**src/rtl/vga_sync_gen_pkg.sv**
```systemverilog
// Shared raster timing constants and phase encoding for the sync generator and colour stage.
package vga_sync_gen_pkg;

   localparam int unsigned CNT_W   = 10;
   localparam int unsigned FRAME_W = 8;

   localparam int unsigned DEF_H_DISPLAY = 640;
   localparam int unsigned DEF_H_FRONT   = 16;
   localparam int unsigned DEF_H_SYNC    = 96;
   localparam int unsigned DEF_H_BACK    = 48;
   localparam int unsigned DEF_V_DISPLAY = 480;
   localparam int unsigned DEF_V_FRONT   = 10;
   localparam int unsigned DEF_V_SYNC    = 2;
   localparam int unsigned DEF_V_BACK    = 33;
   localparam logic        DEF_SYNC_ACTIVE = 1'b0;

   typedef enum logic [1:0] {
      PH_ACT = 2'd0,
      PH_FP  = 2'd1,
      PH_SY  = 2'd2,
      PH_BP  = 2'd3
   } phase_e;

   function automatic int unsigned axis_total(int unsigned d, int unsigned f,
                                              int unsigned s, int unsigned b);
      return d + f + s + b;
   endfunction

endpackage

```
**src/rtl/vga_sync_gen_if.sv**
```systemverilog
// Raster bus: pixel enable in, coordinates, sync pins and strobes out.
interface vga_sync_gen_if;
   import vga_sync_gen_pkg::*;

   logic               i_pix_en;
   logic [CNT_W-1:0]   h_count;
   logic [CNT_W-1:0]   v_count;
   logic               VGA_HS;
   logic               VGA_VS;
   logic               o_active;
   logic               o_line_start;
   logic               o_frame_start;
   logic [FRAME_W-1:0] o_frame_cnt;

   modport master (
      input  i_pix_en,
      output h_count, v_count, VGA_HS, VGA_VS,
             o_active, o_line_start, o_frame_start, o_frame_cnt
   );

   modport slave (
      output i_pix_en,
      input  h_count, v_count, VGA_HS, VGA_VS,
             o_active, o_line_start, o_frame_start, o_frame_cnt
   );

endinterface

```
**src/rtl/vga_axis_counter.sv**
```systemverilog
// One raster axis: position counter plus ACT/FP/SY/BP phase FSM locked to the counter ranges.
module vga_axis_counter
   import vga_sync_gen_pkg::*;
#(
   parameter int unsigned D = DEF_H_DISPLAY,
   parameter int unsigned F = DEF_H_FRONT,
   parameter int unsigned S = DEF_H_SYNC,
   parameter int unsigned B = DEF_H_BACK
) (
   input  logic             clk,
   input  logic             rst_n,
   input  logic             adv,
   output logic [CNT_W-1:0] count,
   output phase_e           phase_nxt_c,
   output logic             wrap_c,
   output logic             in_sync
);

   localparam int unsigned TOTAL = axis_total(D, F, S, B);
   localparam logic [CNT_W-1:0] LAST_ACT = CNT_W'(D - 1);
   localparam logic [CNT_W-1:0] LAST_FP  = CNT_W'(D + F - 1);
   localparam logic [CNT_W-1:0] LAST_SY  = CNT_W'(D + F + S - 1);
   localparam logic [CNT_W-1:0] LAST_BP  = CNT_W'(TOTAL - 1);

   if (TOTAL > (1 << CNT_W) || D == 0 || F == 0 || S == 0 || B == 0) begin : g_bad_params
      $error("vga_axis_counter: illegal timing parameters");
   end

   phase_e phase;

   assign wrap_c = (count == LAST_BP);

   // Phase steps only when the counter leaves the last position of the current phase.
   always_comb begin
      phase_nxt_c = phase;
      if (adv) begin
         case (phase)
            PH_ACT:  if (count == LAST_ACT) phase_nxt_c = PH_FP;
            PH_FP:   if (count == LAST_FP)  phase_nxt_c = PH_SY;
            PH_SY:   if (count == LAST_SY)  phase_nxt_c = PH_BP;
            PH_BP:   if (count == LAST_BP)  phase_nxt_c = PH_ACT;
            default: phase_nxt_c = phase;
         endcase
      end
   end

   // Reset parks on the last position so the first advance lands on 0.
   always_ff @(posedge clk or negedge rst_n) begin
      if (!rst_n) begin
         count   <= LAST_BP;
         phase   <= PH_BP;
         in_sync <= 1'b0;
      end else begin
         phase   <= phase_nxt_c;
         in_sync <= (phase_nxt_c == PH_SY);
         if (adv) begin
            count <= wrap_c ? '0 : count + CNT_W'(1);
         end
      end
   end

endmodule

```
**src/rtl/vga_sync_gen.sv**
```systemverilog
// VGA raster timing generator: coordinates, sync pins, active/line/frame strobes and frame tick.
module vga_sync_gen
   import vga_sync_gen_pkg::*;
#(
   parameter int unsigned H_DISPLAY   = DEF_H_DISPLAY,
   parameter int unsigned H_FRONT     = DEF_H_FRONT,
   parameter int unsigned H_SYNC      = DEF_H_SYNC,
   parameter int unsigned H_BACK      = DEF_H_BACK,
   parameter int unsigned V_DISPLAY   = DEF_V_DISPLAY,
   parameter int unsigned V_FRONT     = DEF_V_FRONT,
   parameter int unsigned V_SYNC      = DEF_V_SYNC,
   parameter int unsigned V_BACK      = DEF_V_BACK,
   parameter logic        SYNC_ACTIVE = DEF_SYNC_ACTIVE
) (
   input  logic          CLK,
   input  logic          RST_N,
   vga_sync_gen_if.master bus
);

   phase_e h_phase_nxt_c;
   phase_e v_phase_nxt_c;
   logic   h_wrap_c;
   logic   v_wrap_c;
   logic   h_in_sync;
   logic   v_in_sync;
   logic   v_adv_c;

   assign v_adv_c = bus.i_pix_en && h_wrap_c;

   vga_axis_counter #(.D(H_DISPLAY), .F(H_FRONT), .S(H_SYNC), .B(H_BACK)) u_h_axis (
      .clk         (CLK),
      .rst_n       (RST_N),
      .adv         (bus.i_pix_en),
      .count       (bus.h_count),
      .phase_nxt_c (h_phase_nxt_c),
      .wrap_c      (h_wrap_c),
      .in_sync     (h_in_sync)
   );

   vga_axis_counter #(.D(V_DISPLAY), .F(V_FRONT), .S(V_SYNC), .B(V_BACK)) u_v_axis (
      .clk         (CLK),
      .rst_n       (RST_N),
      .adv         (v_adv_c),
      .count       (bus.v_count),
      .phase_nxt_c (v_phase_nxt_c),
      .wrap_c      (v_wrap_c),
      .in_sync     (v_in_sync)
   );

   // Polarity select on a registered flag; constant parameter, so no glitch path.
   assign bus.VGA_HS = h_in_sync ? SYNC_ACTIVE : ~SYNC_ACTIVE;
   assign bus.VGA_VS = v_in_sync ? SYNC_ACTIVE : ~SYNC_ACTIVE;

   // Strobes and active flag are built from next-state so they align with the new counters.
   always_ff @(posedge CLK or negedge RST_N) begin
      if (!RST_N) begin
         bus.o_active      <= 1'b0;
         bus.o_line_start  <= 1'b0;
         bus.o_frame_start <= 1'b0;
         bus.o_frame_cnt   <= '0;
      end else begin
         bus.o_active      <= (h_phase_nxt_c == PH_ACT) && (v_phase_nxt_c == PH_ACT);
         bus.o_line_start  <= v_adv_c;
         bus.o_frame_start <= v_adv_c && v_wrap_c;
         if (v_adv_c && v_wrap_c) begin
            bus.o_frame_cnt <= bus.o_frame_cnt + FRAME_W'(1);
         end
      end
   end

endmodule

```
**src/flat_wrapper.sv**
```systemverilog
// flat-port wrapper written by rule: the top's interface ports become plain ports
module vga_sync_gen_flat import vga_sync_gen_pkg::*;
#(
   parameter int unsigned H_DISPLAY   = DEF_H_DISPLAY,
   parameter int unsigned H_FRONT     = DEF_H_FRONT,
   parameter int unsigned H_SYNC      = DEF_H_SYNC,
   parameter int unsigned H_BACK      = DEF_H_BACK,
   parameter int unsigned V_DISPLAY   = DEF_V_DISPLAY,
   parameter int unsigned V_FRONT     = DEF_V_FRONT,
   parameter int unsigned V_SYNC      = DEF_V_SYNC,
   parameter int unsigned V_BACK      = DEF_V_BACK,
   parameter logic        SYNC_ACTIVE = DEF_SYNC_ACTIVE
)
  (CLK, RST_N, bus_i_pix_en, bus_h_count, bus_v_count, bus_VGA_HS, bus_VGA_VS, bus_o_active, bus_o_line_start, bus_o_frame_start, bus_o_frame_cnt);
  vga_sync_gen_if bus_i ();
  input  logic CLK;
  input  logic RST_N;
  input wire logic [$bits(bus_i.i_pix_en)-1:0] bus_i_pix_en;
  output wire logic [$bits(bus_i.h_count)-1:0] bus_h_count;
  output wire logic [$bits(bus_i.v_count)-1:0] bus_v_count;
  output wire logic [$bits(bus_i.VGA_HS)-1:0] bus_VGA_HS;
  output wire logic [$bits(bus_i.VGA_VS)-1:0] bus_VGA_VS;
  output wire logic [$bits(bus_i.o_active)-1:0] bus_o_active;
  output wire logic [$bits(bus_i.o_line_start)-1:0] bus_o_line_start;
  output wire logic [$bits(bus_i.o_frame_start)-1:0] bus_o_frame_start;
  output wire logic [$bits(bus_i.o_frame_cnt)-1:0] bus_o_frame_cnt;
  assign bus_i.i_pix_en = bus_i_pix_en;
  assign bus_h_count = bus_i.h_count;
  assign bus_v_count = bus_i.v_count;
  assign bus_VGA_HS = bus_i.VGA_HS;
  assign bus_VGA_VS = bus_i.VGA_VS;
  assign bus_o_active = bus_i.o_active;
  assign bus_o_line_start = bus_i.o_line_start;
  assign bus_o_frame_start = bus_i.o_frame_start;
  assign bus_o_frame_cnt = bus_i.o_frame_cnt;
  vga_sync_gen #(.H_DISPLAY(H_DISPLAY), .H_FRONT(H_FRONT), .H_SYNC(H_SYNC), .H_BACK(H_BACK), .V_DISPLAY(V_DISPLAY), .V_FRONT(V_FRONT), .V_SYNC(V_SYNC), .V_BACK(V_BACK), .SYNC_ACTIVE(SYNC_ACTIVE)) u_core (.CLK(CLK), .RST_N(RST_N), .bus(bus_i));
endmodule
```
**config.mk**
```make
export PLATFORM = sky130hd
export DESIGN_NAME = vga_sync_gen_flat
export DESIGN_NICKNAME = d
export VERILOG_FILES = /design/src/rtl/vga_sync_gen_pkg.sv /design/src/rtl/vga_sync_gen_if.sv /design/src/rtl/vga_axis_counter.sv /design/src/rtl/vga_sync_gen.sv /design/src/flat_wrapper.sv
export SDC_FILE = /design/constraint.sdc
export NUM_CORES = 1
export LEC_CHECK = 0
export CORE_ASPECT_RATIO = 1.5
export CORE_UTILIZATION = 51
export CTS_CLUSTER_SIZE = 20
export DETAILED_ROUTE_END_ITERATION = 8
export PLACE_DENSITY = 0.79
export SLEW_MARGIN = 20
export SYNTH_ARGS = -nofsm -noshare
export SYNTH_HDL_FRONTEND = slang
export SYNTH_SLANG_ARGS = --single-unit
```
**constraint.sdc**
```tcl
create_clock -name CLK -period 2.4 [get_ports CLK]
set_input_delay 0.6 -clock CLK [delete_from_list [all_inputs] [get_ports CLK]]
set_output_delay 0.6 -clock CLK [all_outputs]
set_load 0.02 [all_outputs]
```
==> results of run 1 <==
path summary, 6_finish.rpt:
path / startpoint / end / slack [ps] / depth (start not counted)
max in group asynchronous: RST_N / u_core.u_h_axis.phase[0] / 1320 / 2
hold reg to reg: u_core.bus.o_frame_cnt[7] / u_core.bus.o_frame_cnt[7] / 470 / 1
setup reg to reg: u_core.u_v_axis.count[4] / u_core.bus.o_frame_cnt[2] / 390 / 6
setup / recovery: u_core.u_h_axis.count[4] / bus_h_count[4] / 260 / 1
min in group asynchronous: RST_N / u_core.u_v_axis.count[0] / 720 / 2
hold / removal: u_core.bus.o_frame_cnt[7] / u_core.bus.o_frame_cnt[7] / 470 / 1
layout by cell type, fill, tap and decap left out, drive strengths merged, types with 4 or more instances in the layout:
cell type       n
buf            10
xor2            5
nor2           13
inv             7
xnor2          14
o21ai           7
clkbuf          7
nand3           5
nand4          11
ha              5
and3            4
nor3            8
dfstp          14
dfrtp          23
clkdlybuf4s50  35
nand2          19
mux2            4
nor2b           4
Yosys cell counts, drive strengths merged, types with 2 or more instances:
library cell and number:
dfrtp 23, xnor2 14, nand2 19, clkbuf 2
inv 7, nand3 5, nand4 11, a41oi 2
xor2 5, nor3 8, mux2 4, and4 2
o21ai 7, dfstp 14, and3 4, a21oi 2
nor2 13, nand4bb 3, ha 5, nor2b 4
cell type report:
cell class                      count  area (um^2)
Timing Repair Buffer               45        425.4
Multi-Input combinational cell    123        843.3
Sequential cell                    37        943.4
Fill cell                         269         1044
Inverter                            7        26.28
Clock buffer                        7        76.32
Tap cell                           42        52.55
Clock inverter                      1        5.005
routing by layer:
layer | part of all wire (%) | wire length (um)
met1 | 40 | 1505
met4 | 2.3 | 86
met5 | 0 | 0
met3 | 3.8 | 144
met2 | 54 | 2023
state kept, by name, summed over array words and instances, names as in the netlist:
register,cells
u_core.bus.o_active,1
u_core.bus.o_frame_cnt,8
u_core.bus.o_frame_start,1
u_core.bus.o_line_start,1
u_core.u_h_axis.count,10
u_core.u_h_axis.in_sync,1
u_core.u_h_axis.phase,2
u_core.u_v_axis.count,10
u_core.u_v_axis.in_sync,1
u_core.u_v_axis.phase,2
cell families (layout without fill, tap and decap cells):
| logic type | after synthesis | in the layout | synth area share, % |
|---|---|---|---|
| multiplexers | 5 | 5 | 3.005 |
| AND/OR/NAND/NOR | 77 | 77 | 24.52 |
| flip-flops | 37 | 37 | 51.50 |
| AO/OA/AOI/OAI | 17 | 17 | 6.012 |
| adder cells (fa/ha/maj) | 5 | 5 | 3.415 |
| buffers and inverters | 10 | 60 | 2.459 |
| XOR/XNOR | 19 | 19 | 9.085 |
where the power goes:
group	switching, mW	internal, mW	total (mW)
combinational	0.175	0.184	0.358
clock	0.211	0.203	0.415
sequential	0.0954	0.717	0.812
through the flow:
| step | instances | total power [mW] | setup WS [ps] | area, um^2 |
|---|---|---|---|---|
| after floorplan | 170 | 1.008 | 346.4 | 1832 |
| final | 262 | 1.585 | 256.3 | 2372 |
| after detailed placement | 254 | 1.182 | 98.06 | 2291 |
| after global routing | 262 | 1.658 | 222.8 | 2372 |
| after CTS | 262 | 1.603 | 251.9 | 2372 |
| after global placement | 254 | 1.171 | 148.0 | 2291 |
==> results_dict.tcl, run 1 <==
set metrics [dict create \
    status "finished, final reports clean" \
    setup_viol 0 \
    start_kind "register" \
    fmax_ghz 0.4665 \
    vdd_drop_max_uv 655.8 \
    via_per_inst 5.676 \
    root_buffer "clkbuf_8" \
    worstPathRequired_ps 1800 \
    grt.met2_usage_pct 42.11 \
    path_max_fanout 8 \
    arrival_ps 1540 \
    grt-ovfl-total 0 \
    crit_slowest_cell "clkdlybuf4s50_1" \
    fin_tns_setup_ps 0 \
    antennaDiodeCount 0 \
    slew_violations 0 \
    routed_wl_um 3759 \
    slew-limit-headroom_pct 69.76 \
    grt_pass1_vias 1447 \
    synth_top_area_share_pct 31.42 \
    hold_viol_final 0 \
    syn-mean-instance-area_um2 10.78 \
    slowest_delay_ps 630 \
    hold_path_class "register to register" \
    cts_tree "built" \
    area_growth_pct 29.51 \
    synthArstFlopShare_pct 100.0 \
    syn_inst 170 \
    numCtsBuffers 5 \
    cts_resized 0 \
    grt_pass1_wl_um 6251 \
    drtAntennaViolNets 0 \
    powerDensity_nw_per_um2 668.2 \
    nets 227 \
    ctsHoldBuffers 0 \
    layout-drive-gt1-share_pct 18.18 \
    synth_cell_types 38 \
    ys_ff_latch 37 \
    cts_sinks 37 \
    yosysWarningCount 0 \
    worst_pin_slew_ps 453.5 \
    start_util_pct 53.63 \
    busiest_layer "met2" \
    grt_use_total_pct 22.53 \
    num_rows 26 \
    die_w_um 50.94 \
    rsz0062_at_grt "false" \
    use_met3_pct 5.589 \
    postCtsSetupBuffers 0 \
    grt_max_degree 38 \
    antenna_found_initial 0 \
    clockBufferDepth 2 \
    ys_top_cells_by_area "dfrtp_1 31%, dfstp_2 20%, xnor2_1 6.7%, nand2_1 3.9%, nand4_1 3.8%" \
    die_area_um2 3841 \
    clk_latency_ps 290 \
    die_h_um 75.40 \
    path_cells "clkdlybuf4s50_1" \
    worst-setup-path-type "register to output pin" \
    synthFlopType "dfrtp_1" \
    post-route-min-period_ps 2144 \
    gp_congestion 0.8665 \
    vias 1487 \
    synth_area_um2 1832 \
    port_buffers 35 \
    post-route-period-util_pct 89.32 \
    dp_hpwl_um 2769 \
    wl_per_cell_um 14.35 \
    core_um2 3416 \
    synth_fp_nets 178 \
    synth_top_area_cell "dfrtp_1" \
    skew_ps 8.612 \
    ios 36 \
    drt_first_pass_iters 5 \
    synth_edf_count 0 \
    maxCapViolations 0 \
    post-route-util_pct 69.45 \
    crit_family "buffers and inverters" \
    initialDrtViolationCount 47 \
    grt_use_met1_pct 22.16 \
    cp.buffers_inverters 1 \
    htree_levels 2 \
    hold_slack_ps 469.2 \
    cp-end-kind "output pin" \
    clk_pin_slew_ps 70 \
    yosysSeqAreaShare_pct 51.50 \
    remaining_drc_errors 0 \
    p_leak_nw 0.9897 \
]
(Power assumes the default switching activity.)
==> run 2: changes to the inputs <==
- CORE_UTILIZATION: 51 -> 52
- SYNTH_HIERARCHICAL: unset -> 1
==> results_dict.tcl, run 2 <==
set metrics [dict create \
    p_leak_nw 1.072 \
    slew_violations 0 \
    root_buffer "clkbuf_8" \
    wl_per_cell_um 15.23 \
    vdd_drop_max_uv 542.7 \
    cts_sinks 37 \
    vias 1599 \
    powerDensity_nw_per_um2 645.0 \
    clk_pin_slew_ps 80 \
    initialDrtViolationCount 54 \
    layout-drive-gt1-share_pct 17.87 \
    synth_top_area_share_pct 29.56 \
    multi_input_area_um2 940.9 \
    arrival_ps 2410 \
    hold_viol_final 0 \
    synth_top_area_cell "dfrtp_1" \
    grt_use_total_pct 23.53 \
    fmax_ghz 0.4453 \
    synth_area_um2 1947 \
    clk_latency_ps 290 \
    drt_first_pass_iters 4 \
    die_area_um2 3998 \
    layout_common_cells "35 x clkdlybuf4s50_1, 24 x nand2_1, 23 x dfrtp_1" \
    die_h_um 76.94 \
    maxCapViolations 0 \
    cts_tree "built" \
    start_util_pct 55.93 \
    synth_cell_types 48 \
    die_w_um 51.96 \
    dp_hpwl_um 2938 \
    setup_viol 0 \
    post-route-period-util_pct 93.58 \
    placed_cell_area_um2 2389 \
    setup_slack_ps 154.2 \
    yosysWarningCount 6 \
    seqCellArea_um2 943.4 \
    synthArstFlopShare_pct 100.0 \
    grt_max_degree 38 \
    yosysSeqAreaShare_pct 48.46 \
    syn-mean-instance-area_um2 10.30 \
    routed_wl_um 4220 \
    nets 242 \
    status "finished, final reports clean" \
    skew_ps 6.767 \
    slowest_delay_ps 590 \
    hold_slack_ps 466.3 \
    synthFlopType "dfrtp_1" \
    grt_pass1_wl_um 7107 \
    worst-setup-path-type "register to register" \
    post-route-min-period_ps 2246 \
    synthMostInstantiatedCell "nand2_1" \
    via_per_inst 5.773 \
    ys_top_cells_by_area "dfrtp_1 30%, dfstp_2 19%, nand2_1 4.6%, xnor2_1 4.5%, ha_1 3.2%" \
    slew-limit-headroom_pct 65.26 \
    core_um2 3481 \
    antenna_found_initial 0 \
    final_common_cell "clkdlybuf4s50_1" \
    crit_path_frequent_cell "a21oi_1" \
    crit_slowest_cell "dfstp_2" \
    hold_path_class "register to register" \
    fillers 256 \
    drtAntennaViolNets 0 \
    place_ws_ps 141.1 \
    worstPathRequired_ps 2560 \
    num_rows 26 \
    port_buffers 35 \
    htree_levels 2 \
    path_cells "ha_1, and3_2, nand4_1, inv_1, and2_1, nand2_1, nor4_2, a21oi_1, a21oi_1, nor4_1" \
    area_growth_pct 28.98 \
    fin_area_um2 2511 \
    numCtsBuffers 5 \
    synth_fp_nets 197 \
    antennaDiodeCount 0 \
    grt_pass1_vias 1585 \
    gp_congestion 0.8346 \
    cp-end-kind "register" \
    total_power_mw 1.620 \
    worst_pin_slew_ps 517.2 \
    largestRegisters "u_core/u_h_axis/count: 10 flops, u_core/u_v_axis/count: 10 flops, u_core/bus.o_frame_cnt: 8 flops" \
    ios 36 \
    syn_inst 189 \
    clockBufferDepth 2 \
    remaining_drc_errors 0 \
    postCtsSetupBuffers 0 \
    path_max_fanout 6 \
    synth_top_cells_by_count "24 x nand2_1, 23 x dfrtp_1, 14 x dfstp_2, 13 x inv_1" \
    synth_edf_count 0 \
    ys_ff_latch 37 \
    start_kind "register" \
    grt-ovfl-total 0 \
]
-- run 2: cell families (layout without fill, tap and decap cells) --
kind of cell / after synthesis / in the layout / share of synthesized area [%]
xor+xnor: 16 / 16 / 7.198
fa+ha+maj: 5 / 5 / 3.213
simple gates: 81 / 81 / 25.77
compound gates: 30 / 30 / 10.73
flops: 37 / 37 / 48.46
buf+inv: 18 / 64 / 3.599
mux: 2 / 2 / 1.028
-- run 2: through the flow --
step           setup TNS [ps]  cells  utilization [%]
2_1_floorplan               0    189                -
3_3_place_gp                0    269            68.62
3_5_place_dp                0    269            68.62
4_1_cts                     0    277            71.93
5_1_grt                -31.42    277            72.14
6_report                    0    277            72.14
-- run 2: area by class of cell --
type                    instances  share of cell area, %
clock buffers                   5                  2.740
clock inverters                 3                  1.844
inverters                      13                  1.943
multi-input cells             134                  37.47
flip-flops and latches         37                  37.57
well taps                      42                  2.093
repair buffers                 43                  16.34
-- run 2: path summary, 6_finish.rpt --
kind                                      startpoint                         to  slack [ps]  cells past startpoint
setup / recovery            u_core/u_h_axis/count[0]        u_core/bus.o_active         150                     10
hold / removal             u_core/bus.o_frame_cnt[7]  u_core/bus.o_frame_cnt[7]         470                      1
setup reg to reg            u_core/u_h_axis/count[0]        u_core/bus.o_active         150                     10
hold reg to reg            u_core/bus.o_frame_cnt[7]  u_core/bus.o_frame_cnt[7]         470                      1
max in group asynchronous                      RST_N   u_core/u_h_axis/count[4]        1330                      2
min in group asynchronous                      RST_N    u_core/u_h_axis/in_sync         720                      2
-- run 2: per-layer routing --
layer	wire length, um	up-vias	GRT usage [%]	share of wire [%]
met5	0	-	0	0
met4	48	0	7.568	1.1
met3	130	4	4.762	3.1
met2	2346	36	41.54	56
met1	1695	795	27.27	40
li1	-	764	-	-
-- run 2: power breakdown --
part,switching (mW),internal [mW]
Combinational,0.157,0.141
Sequential,0.0852,0.693
Clock,0.234,0.311
Total,0.475,1.14
-- run 2: timing repair --
action | 4_1_cts | 5_1_grt
setup endpoints to repair | 0 | 2
endpoints found under the hold margin | 0 | 0
hold buffers | 0 | 0
gates resized for setup | 0 | 2
-- run 2: critical path, delay by kind of cell, from the launching register on --
family	cells	cell delay (ps)
AND/OR/NAND/NOR	6	900
flip-flops	1	590
AO/OA/AOI/OAI	2	320
adder cells (fa/ha/maj)	1	180
buffers and inverters	1	130
==> run 3: changes to the inputs <==
- PLACE_DENSITY: 0.79 -> 0.91
==> results_dict.tcl, run 3 (synthesis gave the netlist of run 2 again) <==
set metrics [dict create \
    worstPathRequired_ps 2590 \
    htree_levels 2 \
    worst_pin_slew_ps 460.8 \
    grt-ovfl-total 0 \
    worst-setup-path-type "register to register" \
    num_rows 26 \
    core_um2 3481 \
    antenna_found_initial 0 \
    fmax_ghz 0.4477 \
    place_ws_ps 21.12 \
    powerDensity_nw_per_um2 653.2 \
    die_area_um2 3998 \
    gp_congestion 0.8836 \
    initialDrtViolationCount 63 \
    skew_ps 11.97 \
    path_max_fanout 6 \
    wl_per_cell_um 15.86 \
    start_util_pct 55.93 \
    ios 36 \
    hold_slack_ps 470.3 \
    drt_first_pass_iters 4 \
    nets 249 \
    slew_violations 0 \
    final_common_cell "clkdlybuf4s50_1" \
    remaining_drc_errors 0 \
    slew-limit-headroom_pct 69.28 \
    hold_path_class "register to register" \
    die_w_um 51.96 \
    routed_wl_um 4503 \
    fin_tns_setup_ps 0 \
    antennaDiodeCount 0 \
    min_path_cells 1 \
    start_kind "register" \
    p_leak_nw 1.110 \
    via_per_inst 5.919 \
    post-route-min-period_ps 2234 \
    layout-drive-gt1-share_pct 21.07 \
    status "finished, final reports clean" \
    wl_met1_um 1779 \
    grt_pass1_vias 1657 \
    vias 1681 \
    fillers 233 \
    hold_viol_final 0 \
    die_h_um 76.94 \
    dp_hpwl_um 3205 \
    grt_max_degree 38 \
    clockBufferDepth 2 \
    maxCapViolations 0 \
    area_growth_pct 32.33 \
    cts_sinks 37 \
    grt_pass1_wl_um 7527 \
    vdd_drop_max_uv 550.9 \
    dpl.cell_count 275 \
    dr_wl_met2_um 2444 \
    top_layer "met4" \
    arrival_ps 2420 \
    largestRegisters "u_core/u_h_axis/count: 10 flops, u_core/u_v_axis/count: 10 flops, u_core/bus.o_frame_cnt: 8 flops" \
    cp-end-kind "register" \
    total_power_mw 1.683 \
    rr_worst_depth 9 \
    port_buffers 35 \
    cts_tree "built" \
    numCtsBuffers 5 \
    instances_no_fill 284 \
    post-route-period-util_pct 93.07 \
    wl_met3_um 193 \
    layout_common_cells "35 x clkdlybuf4s50_1, 24 x nand2_1, 23 x dfrtp_1" \
    clk_pin_slew_ps 70 \
    drtAntennaViolNets 0 \
    grt_use_total_pct 25.84 \
    clk_latency_ps 300 \
    placed_cell_area_um2 2434 \
    post-route-util_pct 74.01 \
    root_buffer "clkbuf_8" \
    setup_slack_ps 166.2 \
    setup_viol 0 \
    fin_area_um2 2576 \
]
run 3: worst max-delay path, cell delays in order, from the launching register on:
cell and delay [ps]:
dfstp_2 580, ha_1 190, and3_2 210, nand4_1 180, inv_2 140, and2_4 160, and2_1 180, nand2_1 70
a21o_1 200, nor4_2 220
run 3: routing by layer:
metal  GRT usage (%)  vias up
met4           11.08        0
met3           7.738       11
li1                -      787
met1           29.04      831
met2           43.59       52
met5               0        -
run 3: worst paths after layout:
| path | start | to | slack (ps) |
|---|---|---|---|
| setup / recovery | u_core/u_h_axis/count[0] | u_core/bus.o_active | 170 |
| hold / removal | u_core/bus.o_frame_cnt[7] | u_core/bus.o_frame_cnt[7] | 470 |
| setup reg to reg | u_core/u_h_axis/count[0] | u_core/bus.o_active | 170 |
| hold reg to reg | u_core/bus.o_frame_cnt[7] | u_core/bus.o_frame_cnt[7] | 470 |
| max in group asynchronous | RST_N | u_core/u_v_axis/phase[1] | 1320 |
| min in group asynchronous | RST_N | u_core/u_v_axis/count[7] | 710 |
run 3: final cells by class:
cell class	instances	area [um^2]	share of cell area, %
Multi-Input combinational cell	134	952.2	36.96
Inverter	13	48.80	1.894
Tap cell	42	52.55	2.040
Clock inverter	1	30.03	1.166
Clock buffer	7	86.33	3.351
Timing Repair Buffer	50	462.9	17.97
Sequential cell	37	943.4	36.62
run 3: repair_timing:
| action | in CTS | in global routing |
|---|---|---|
| setup buffers | 0 | 1 |
| endpoints found under the setup margin | 2 | 7 |
| hold buffers | 0 | 0 |
| gates resized for setup | 1 | 4 |
run 3: where the power goes:
group | switching [mW] | internal [mW]
sequential | 0.0446 | 0.692
combinational | 0.211 | 0.176
clock | 0.222 | 0.339
